<file path="config.mk">
export PLATFORM = sky130hd
export DESIGN_NAME = nts_tx_dispatch
export DESIGN_NICKNAME = d
export VERILOG_FILES = /design/src/rtl/nts_tx_pkg.sv /design/src/rtl/nts_tx_skid.sv /design/src/rtl/nts_tx_dispatch.sv
export SDC_FILE = /design/constraint.sdc
export NUM_CORES = 1
export LEC_CHECK = 0
export BUFFER_PORTS_ARGS = -buffer_cell sky130_fd_sc_hd__clkbuf_2
export CAP_MARGIN = 20
export CORE_AREA = 10 10 162 164
export DETAILED_ROUTE_END_ITERATION = 10
export DIE_AREA = 0 0 172 174
export GPL_TIMING_DRIVEN = 0
export HOLD_SLACK_MARGIN = 0.1
export MAX_ROUTING_LAYER = met4
export PLACE_DENSITY = 0.66
export SYNTH_ARGS = -nofsm -noshare
export SYNTH_HDL_FRONTEND = slang
export SYNTH_SLANG_ARGS = --single-unit
</file>
<file path="constraint.sdc">
create_clock -name i_clk -period 4.82 [get_ports i_clk]
set_input_delay 0.241 -clock i_clk [delete_from_list [all_inputs] [get_ports i_clk]]
set_output_delay 0.241 -clock i_clk [all_outputs]
set_load 0.02 [all_outputs]
</file>
<file path="src/rtl/nts_tx_pkg.sv">
// Shared types and helpers for the NTS engine Tx dispatch path.
package nts_tx_pkg;

   typedef enum logic [1:0] {
      ST_IDLE    = 2'd0,
      ST_FETCH   = 2'd1,
      ST_RELEASE = 2'd2,
      ST_GAP     = 2'd3
   } state_t;

   localparam int SKID_DEPTH = 2;

   typedef struct packed {
      logic [63:0] data;
      logic [7:0]  keep;
      logic        last;
      logic        error;
   } skid_word_t;

   // Byte 0 lives in the top lane, so N valid bytes light the top N keep bits.
   function automatic logic [7:0] bytes_to_keep(input logic [3:0] i_bytes);
      logic [7:0] w_keep;
      if ((i_bytes == 4'd0) || (i_bytes >= 4'd8)) w_keep = 8'hFF;
      else                                        w_keep = ~(8'hFF >> i_bytes);
      return w_keep;
   endfunction

endpackage

</file>
<file path="src/rtl/nts_tx_skid.sv">
// Two-entry register FIFO between the Tx buffer read port and the MAC stream.
module nts_tx_skid
   import nts_tx_pkg::*;
(
   input  logic       i_clk,
   input  logic       i_areset_n,
   input  logic       i_push_valid,
   input  skid_word_t i_push_word,
   input  logic       i_pop_ready,
   output logic       o_head_valid,
   output skid_word_t o_head_word,
   output logic [1:0] o_occupancy
);

   skid_word_t r_mem [SKID_DEPTH];
   logic       r_wr_ptr;
   logic       r_rd_ptr;
   logic [1:0] r_count;
   logic       w_push;
   logic       w_pop;

   assign w_pop  = (r_count != 2'd0) && i_pop_ready;
   assign w_push = i_push_valid && ((r_count != 2'd2) || w_pop);

   // Payload storage carries no reset; validity is tracked by r_count.
   always_ff @(posedge i_clk) begin
      if (w_push) r_mem[r_wr_ptr] <= i_push_word;
   end

   always_ff @(posedge i_clk or negedge i_areset_n) begin
      if (!i_areset_n) begin
         r_wr_ptr <= 1'b0;
         r_rd_ptr <= 1'b0;
         r_count  <= 2'd0;
      end else begin
         if (w_push) r_wr_ptr <= ~r_wr_ptr;
         if (w_pop)  r_rd_ptr <= ~r_rd_ptr;
         r_count <= r_count + {1'b0, w_push} - {1'b0, w_pop};
      end
   end

   assign o_head_valid = (r_count != 2'd0);
   assign o_head_word  = r_mem[r_rd_ptr];
   assign o_occupancy  = r_count;

endmodule

</file>
<file path="src/rtl/nts_tx_dispatch.sv">
// Drains completed packets from the NTS Tx double-buffer onto the 64-bit MAC stream.
module nts_tx_dispatch
   import nts_tx_pkg::*;
#(
   parameter int IFG_CYCLES = 2,
   parameter int MAX_WORDS  = 256,
   parameter int CNT_WIDTH  = 32
)(
   input  logic                 i_clk,
   input  logic                 i_areset_n,
   input  logic                 i_tx_packet_available,
   input  logic                 i_tx_fifo_empty,
   output logic                 o_tx_fifo_rd_en,
   input  logic [63:0]          i_tx_fifo_rd_data,
   input  logic [3:0]           i_tx_bytes_last_word,
   output logic                 o_tx_packet_read,
   output logic                 o_mac_valid,
   input  logic                 i_mac_ready,
   output logic [63:0]          o_mac_data,
   output logic [7:0]           o_mac_keep,
   output logic                 o_mac_last,
   output logic                 o_mac_error,
   output logic                 o_busy,
   output logic                 o_error,
   output logic [CNT_WIDTH-1:0] o_frames_sent,
   output logic [CNT_WIDTH-1:0] o_frames_dropped
);

   localparam int              WC_W    = $clog2(MAX_WORDS + 1);
   localparam int              GAP_LEN = (IFG_CYCLES < 1) ? 1 : IFG_CYCLES;
   localparam int              GC_W    = $clog2(GAP_LEN + 1);
   localparam logic [WC_W-1:0] WC_MAX  = WC_W'(MAX_WORDS);
   localparam logic [GC_W-1:0] GC_LAST = GC_W'(GAP_LEN - 1);

   state_t               r_state;
   state_t               w_state_nxt;
   logic                 r_rd_vld_p1;
   logic                 r_last_seen;
   logic                 r_abort;
   logic                 r_frame_err;
   logic                 r_error;
   logic [WC_W-1:0]      r_word_cnt;
   logic [GC_W-1:0]      r_gap_cnt;
   logic [CNT_WIDTH-1:0] r_frames_sent;
   logic [CNT_WIDTH-1:0] r_frames_dropped;

   logic                 w_head_vld;
   logic                 w_pop;
   logic                 w_push;
   logic                 w_rd_en;
   logic                 w_cnt_max;
   logic                 w_zero_push;
   logic                 w_abort_now;
   logic                 w_empty_pkt;
   logic [1:0]           w_occ;
   logic [1:0]           w_credit;
   skid_word_t           w_push_word;
   skid_word_t           w_head_word;

   // Credit counts the word leaving this cycle so reads can stream at full rate.
   assign w_pop     = w_head_vld && i_mac_ready;
   assign w_credit  = w_occ - {1'b0, w_pop} + {1'b0, r_rd_vld_p1};
   assign w_cnt_max = (r_word_cnt == WC_MAX);
   assign w_rd_en   = (r_state == ST_FETCH) && !i_tx_fifo_empty && !r_last_seen &&
                      !r_abort && (w_credit < 2'd2) && (r_word_cnt < WC_MAX);

   assign w_zero_push = (r_state == ST_FETCH) && w_cnt_max && !r_last_seen && !r_abort &&
                        !r_rd_vld_p1 && (w_occ < 2'd2);
   assign w_abort_now = (r_rd_vld_p1 && !i_tx_fifo_empty && w_cnt_max) || w_zero_push;
   assign w_push      = r_rd_vld_p1 || w_zero_push;

   always_comb begin
      w_push_word = '0;
      if (r_rd_vld_p1) begin
         w_push_word.data  = i_tx_fifo_rd_data;
         w_push_word.keep  = i_tx_fifo_empty ? bytes_to_keep(i_tx_bytes_last_word) : 8'hFF;
         w_push_word.last  = i_tx_fifo_empty || w_abort_now;
         w_push_word.error = w_abort_now;
      end else if (w_zero_push) begin
         w_push_word.keep  = 8'hFF;
         w_push_word.last  = 1'b1;
         w_push_word.error = 1'b1;
      end
   end

   nts_tx_skid u_skid (
      .i_clk        (i_clk),
      .i_areset_n   (i_areset_n),
      .i_push_valid (w_push),
      .i_push_word  (w_push_word),
      .i_pop_ready  (i_mac_ready),
      .o_head_valid (w_head_vld),
      .o_head_word  (w_head_word),
      .o_occupancy  (w_occ)
   );

   always_ff @(posedge i_clk or negedge i_areset_n) begin
      if (!i_areset_n) r_state <= ST_IDLE;
      else             r_state <= w_state_nxt;
   end

   always_comb begin
      w_state_nxt      = r_state;
      o_tx_packet_read = 1'b0;
      w_empty_pkt      = 1'b0;
      case (r_state)
         ST_IDLE: begin
            if (i_tx_packet_available) begin
               if (i_tx_fifo_empty) begin
                  w_state_nxt = ST_RELEASE;
                  w_empty_pkt = 1'b1;
               end else begin
                  w_state_nxt = ST_FETCH;
               end
            end
         end
         ST_FETCH: begin
            if ((r_last_seen || r_abort) && !w_head_vld && !r_rd_vld_p1) w_state_nxt = ST_RELEASE;
         end
         ST_RELEASE: begin
            o_tx_packet_read = 1'b1;
            w_state_nxt      = ST_GAP;
         end
         ST_GAP: begin
            if (r_gap_cnt == GC_LAST) w_state_nxt = ST_IDLE;
         end
         default: w_state_nxt = ST_IDLE;
      endcase
   end

   always_ff @(posedge i_clk or negedge i_areset_n) begin
      if (!i_areset_n) begin
         r_rd_vld_p1      <= 1'b0;
         r_last_seen      <= 1'b0;
         r_abort          <= 1'b0;
         r_frame_err      <= 1'b0;
         r_error          <= 1'b0;
         r_word_cnt       <= '0;
         r_gap_cnt        <= '0;
         r_frames_sent    <= '0;
         r_frames_dropped <= '0;
      end else begin
         r_rd_vld_p1 <= w_rd_en;
         if (r_state == ST_IDLE) begin
            r_word_cnt  <= '0;
            r_last_seen <= 1'b0;
            r_abort     <= 1'b0;
            r_frame_err <= 1'b0;
         end
         if (w_rd_en) r_word_cnt <= r_word_cnt + WC_W'(1);
         if (r_rd_vld_p1 && i_tx_fifo_empty) r_last_seen <= 1'b1;
         if (w_abort_now) r_abort <= 1'b1;
         if (w_abort_now || w_empty_pkt) begin
            r_frame_err      <= 1'b1;
            r_error          <= 1'b1;
            r_frames_dropped <= r_frames_dropped + CNT_WIDTH'(1);
         end
         if (r_state == ST_RELEASE) begin
            r_gap_cnt <= '0;
            if (!r_frame_err) r_frames_sent <= r_frames_sent + CNT_WIDTH'(1);
         end
         if (r_state == ST_GAP) r_gap_cnt <= r_gap_cnt + GC_W'(1);
      end
   end

   // Payload lanes are forced to zero whenever no word is being offered.
   assign o_tx_fifo_rd_en  = w_rd_en;
   assign o_mac_valid      = w_head_vld;
   assign o_mac_data       = w_head_vld ? w_head_word.data : 64'd0;
   assign o_mac_keep       = w_head_vld ? w_head_word.keep : 8'd0;
   assign o_mac_last       = w_head_vld && w_head_word.last;
   assign o_mac_error      = w_head_vld && w_head_word.error;
   assign o_busy           = (r_state != ST_IDLE);
   assign o_error          = r_error;
   assign o_frames_sent    = r_frames_sent;
   assign o_frames_dropped = r_frames_dropped;

endmodule
</file>
### Yosys cells after proc, flatten, opt, wreduce, memory -nomap -nowiden

Memory sizes are Yosys's and may differ from the RTL's.
Cells that the tools add are included.

* register bits after elaboration: 86
* memory bits (writable): 148
* bits of input ports: 73
* output and inout bits: 143
* logic and storage cells: 108
* memories: 1

Memories
* u_skid.r_mem: words 2, bits a word 74, rd ports 1, clocked after Yosys merged registers in 0, wr ports 1, RTL line nts_tx_skid.sv:15 `skid_word_t r_mem [SKID_DEPTH];`

* $add $sub $neg: 8
* magnitude comparators: 4
* equal/unequal tests: 9
* shift-type cells: 1
* multiplexer cells: 26
* bitwise gates (word level): 4
* reductions and logical operators: 42

Operator list (count)
* $mux W64: 2
* $add A32 B1 Y32 const B: 2
* $mux W8: 3
* $mux W10: 2
* $logic_and A1 B1 Y1: 19
* $mux W9: 2
* $reduce_bool A2 Y1: 7
* $mux W2: 6
* $mux W1: 10
* $add A9 B1 Y9 const B: 1
* $eq A9 B9 Y1 const B: 1
* $lt A9 B9 Y1 const B: 1
* $not A8 Y8: 1
* $pmux W2 S4: 1
* $shr A8 B4 Y8 const A: 1
* $logic_or A1 B1 Y1: 7
* $ne A2 B2 Y1 const B: 3
* $logic_not A1 Y1: 5
* $add A2 B1 Y2: 2
* $eq A2 B1 Y1 const B: 2
* $eq A2 B2 Y1 const B: 2
* $ge A4 B4 Y1 const B: 1
* $logic_not A4 Y1: 1
* $lt A2 B2 Y1 const B: 2
* 7 further kinds: 10

### Longest topological paths before layout

* word-level depth: 10
* gate-level depth with buffers: 10
* mapped depth without buffers: 9

### By module

From an unflattened synthesis, not the netlist that was laid out.

* cells, all modules: 792
* area, all modules: 10749.1 um^2

By module, submodules not included
* nts_tx_skid: times used 1, cells each 252, area each 5749.3 um^2, sequential area each 4544.4 um^2
* nts_tx_dispatch: times used 1, cells each 540, area each 4999.8 um^2, sequential area each 2052.0 um^2

### Least setup slack after synthesis

No wires, ideal clock.

* path kind: reg2reg
* start: register r_word_cnt[0]
* end: memory u_skid.r_mem[0][0] (netlist bit), enable pin
* data arrival time: 4.659 ns
* path slack: -0.354 ns
* stages on the path, launching flop included: 8
* path buffers: 0
* clock period less this slack: 5.174 ns
* cells stage by stage: dfrtp_1 inv_1 ha_1 nor4b_2 nand2_1 o21ai_0 o31a_1 nor2b_1

* longest elaborated chain between the ends: 10

Ends and longest elaborated chain
* start, declared: RTL line nts_tx_dispatch.sv:42 `logic [WC_W-1:0] r_word_cnt;`
* start signal, assigned: RTL line nts_tx_dispatch.sv:150 `if (w_rd_en) r_word_cnt <= r_word_cnt + WC_W'(1);`
* $eq A9 B9 Y1: RTL line nts_tx_dispatch.sv:63 `assign w_cnt_max = (r_word_cnt == WC_MAX);`
* $logic_and A1 B1 Y1 (4 in series): RTL line nts_tx_dispatch.sv:67 `assign w_zero_push = (r_state == ST_FETCH) && w_cnt_max && !r_last_seen && !r_abort &&`
* $logic_and A1 B1 Y1: RTL line nts_tx_dispatch.sv:68 `!r_rd_vld_p1 && (w_occ < 2'd2);`
* $logic_or A1 B1 Y1: RTL line nts_tx_dispatch.sv:70 `assign w_push = r_rd_vld_p1 || w_zero_push;`
* $logic_and A1 B1 Y1: RTL line nts_tx_skid.sv:23 `assign w_push = i_push_valid && ((r_count != 2'd2) || w_pop);`
* $mux W1: RTL line nts_tx_skid.sv:27 `if (w_push) r_mem[r_wr_ptr] <= i_push_word;`
* $mux W1 (not written as such): RTL line nts_tx_skid.sv:27
* end, declared: RTL line nts_tx_skid.sv:15

No other way between the ends.

### Worst setup path after layout

* start: register r_word_cnt[0]
* end: memory u_skid.r_mem[0][54] (netlist bit), enable pin

Same word-level chain as after synthesis.

==> impl_results.md <==
* Outcome: completed
* Post CTS Setup Buffer Count at 0
* Initial drt markers at 403
* Syn nets at 867
* Initial antenna violation count at 2
* Period minus WS final at 3.31 ns
* Max Cap Viol at 0
* EDFF count, synth at 148
* Cell Area, Placed at 0.0118 mm^2
* # IOs at 216
* Vias in the first global route at 7333
* GP Congestion at 0.813
* Post-synthesis cell count at 783
* Clock-pin slew on the worst setup and hold paths at 0.06 ns
* Worst Hold End: u_skid.r_mem[0][8]
* Share of post-route cells with drive strength above 1 at 25.4%
* Die Y at 174 um
* Area grow syn2layout at 28.9%
* Max Slew Vio Count at 0
* Die X at 172 um
* Kind of end point of the critical path: register
* RSZ-0062 raised after global routing: false
* CP Data Arrival Time at 3.51 ns
* Max clock buf depth at 3
* Final setup fails at 0
* Routed wire per std cell at 17.2 um
* Yosys top cell by area: edfxtp_1
* Post-route ant nets at 0
* Register area share after synthesis at 64.4%
* Main synth FF type: edfxtp_1
* Ys Warns at 0
* Vias per cell at 4.95
* Hold path start: i_tx_bytes_last_word[2]
* TNS Setup at 0 ns
* Routed WL at 24100 um
* Mean Syn Cell Area at 13.1 um^2
* Yosys top cell area share at 43.4%
* Crit Path Class: reg2reg
* Cells on Worst Hold Path at 3
* TritonCTS clock tree: done
* Initial Utilization at 44.3%
* Post-Synth Adder-Cell Area at 1.34%
* Die area at 0.0299 mm^2
* Slew headroom at 45.2%
* GRT Overall Usage at 16.2%
* Critical Path RT at 5.02 ns
* Largest family of logic cells by synthesized area: simple AND/OR/NAND/NOR gates
* Htree depth at 1
* Mux contribution to synthesized area at 7.73%
* Max Freq at 0.302 GHz
* Reg2reg start: r_word_cnt[0]
* Mapped Area at 0.0102 mm^2
* Worst Setup Start Kind: register
* Compound-Gate Fraction of Synth Area at 2.08%
* DR DRC count at 0
* Max rail drop VDD at 0.000263 V
* HP Class: in2reg
* Placeable Area at 0.0231 mm^2
* Seq cells post-synth at 234
* Leak at 5.93 nW
* Main area contributors after synthesis: edfxtp_1 43%, dfrtp_1 21%, mux2i_1 7.7%
* Final #Nets at 1179
* CTS Buf Count at 25
* Largest net degree at the start of global routing at 49
* DRT Pass-1 Iters at 5
* Vias at 6951
* Synth Area in Simple Gates at 16.5%
* Final Total Pwr at 6.57 mW
* Final instance area at 0.0132 mm^2
* XOR/XNOR Fraction of Synth Area at 5.73%
* Pwr Density at 498 mW/mm^2
* Post-DP HPWL at 16800 um
* Fin crit share at 68.6%
* Worst reg2reg path depth at 9
* Ys async rst share at 36.8%
* Global route overflow at 0
* RR Endpoint: u_skid.r_mem[0][54]
* CP Max Fanout at 27
* Sink Count at 234
* I/O Buffers at 215
* Post-layout util at 57.0%
* Clock skew at 0.00831 ns
* Final Hold Fails at 0
* Post-synth cell types at 45
* Rows at 56
* Worst-Margin Slew at 0.820 ns
* R2R Setup Slk at 1.51 ns
* Clk Tree Root Cell: clkbuf_16
* First-pass GRT wire length at 38400 um
* Worst skew pair latency at 0.50 ns
==> placed cells by master (no fill, tap or decap), types with 7 or more instances in the layout <==
cell type      netlist  final
a21o_1               7      7
and2_1              70     69
and3_1              13     13
buf_2               10     10
clkbuf_1            18     28
clkbuf_16            0     25
clkbuf_2             0    214
dfrtp_1             86     86
dlygate4sd3_1        0     66
edfxtp_1           148    148
ha_1                11     11
inv_1               20     20
mux2i_1             79     79
nand2_1             45     45
nand3_1             24     24
nand4_1             15     15
nor2_1              93     93
nor3_1               8      8
o21ai_0             14     14
xnor2_1             41     41
xor2_1              26     26
==> how the worst max path moves through the flow <==
stage,from,cells past startpoint,endpoint,slack (ns)
global route,r_word_cnt[0],9,u_skid.r_mem[0][60],1.27
detailed placement,r_word_cnt[0],9,u_skid.r_mem[0][66],1.48
floorplan,r_word_cnt[0],7,u_skid.r_mem[0][0],1.06
finish,r_word_cnt[0],9,u_skid.r_mem[0][54],1.51
global placement,r_word_cnt[0],7,u_skid.r_mem[0][65],-0.34
CTS,r_word_cnt[0],9,u_skid.r_mem[0][60],1.47
==> stage by stage <==
stage / std cells / hold WS [ns] / setup slack, ns
finish: 1404 / 0.133 / 1.51
global route: 1404 / 0.152 / 1.27
CTS: 1402 / 0.114 / 1.47
detailed placement: 1292 / 0.335 / 1.48
global placement: 1288 / 0.457 / -0.343
floorplan: 783 / -0.0546 / 1.06
==> routing by layer <==
layer / wire length (um) / part of all wire (%) / vias up / track usage, %
li1: - / - / 3378 / -
met1: 10900 / 45 / 3328 / 21.2
met2: 11000 / 46 / 219 / 24.9
met3: 1900 / 7.9 / 26 / 4.19
met4: 278 / 1.2 / 0 / 3.16
met5: 0 / 0 / - / -
==> cell families (layout without fill, tap and decap cells) <==
| group | after synthesis | in the layout |
|---|---|---|
| and+or+nand+nor | 306 | 306 |
| DFF | 234 | 234 |
| muxes | 79 | 79 |
| xor gates and xnor gates | 67 | 67 |
| buffers and inverters | 53 | 382 |
| AOI/OAI and AO/OA | 33 | 33 |
| adders and majority gates | 11 | 11 |
| other | 0 | 2 |
==> repair_timing <==
action,in CTS,in global routing
gates resized for setup,0,0
hold buffers,66,0
endpoints found under the hold margin,172,0
==> area by class of cell <==
type | count | area, um^2
clock inverter | 5 | 23.8
multi-input combinational | 496 | 3430
sequential | 234 | 6600
timing repair buffer | 285 | 1830
tap | 290 | 363
buffer | 32 | 140
inverter | 21 | 78.8
clock buffer | 39 | 718
antenna | 2 | 5.00
fill | 1906 | 9930
==> power breakdown <==
group          total (mW)  internal (mW)  switching [mW]  leakage, nW
combinational        2.33          0.803            1.53         3.03
clock                1.74           1.01           0.722        0.357
sequential           2.50           2.39           0.108         2.55
==> synth_stat cells (all sizes together), types with 3 or more instances <==
library cell,n
a21o,7
a21oi,3
and2,70
and3,13
and4,5
buf,14
clkbuf,18
dfrtp,86
edfxtp,148
ha,11
inv,21
mux2i,79
nand2,45
nand3,25
nand4,16
nor2,93
nor2b,4
nor3,8
nor3b,5
nor4,8
nor4b,5
o21ai,15
or3,3
xnor2,41
xor2,26
==> worst max-delay path, stage by stage (launching register included) <==
cell and delay, ns:
dfrtp_1 0.41, inv_1 0.07, ha_1 0.13, nor4b_2 0.29
nand2_1 0.18, o21ai_0 0.39, o31a_1 0.30, nor2b_4 0.72
buf_12 0.28, buf_12 0.21
==> flip-flops by register name, summed over array words and instances, names as in the netlist <==
register            cells
o_frames_sent          32
r_abort                 1
u_skid.r_wr_ptr         1
r_gap_cnt               2
u_skid.r_rd_ptr         1
r_word_cnt              9
r_rd_vld_p1             1
r_last_seen             1
o_frames_dropped       32
o_error                 1
u_skid.o_occupancy      2
r_state                 2
u_skid.r_mem          148
r_frame_err             1
No activity file was read; power rests on OpenSTA's default activity.
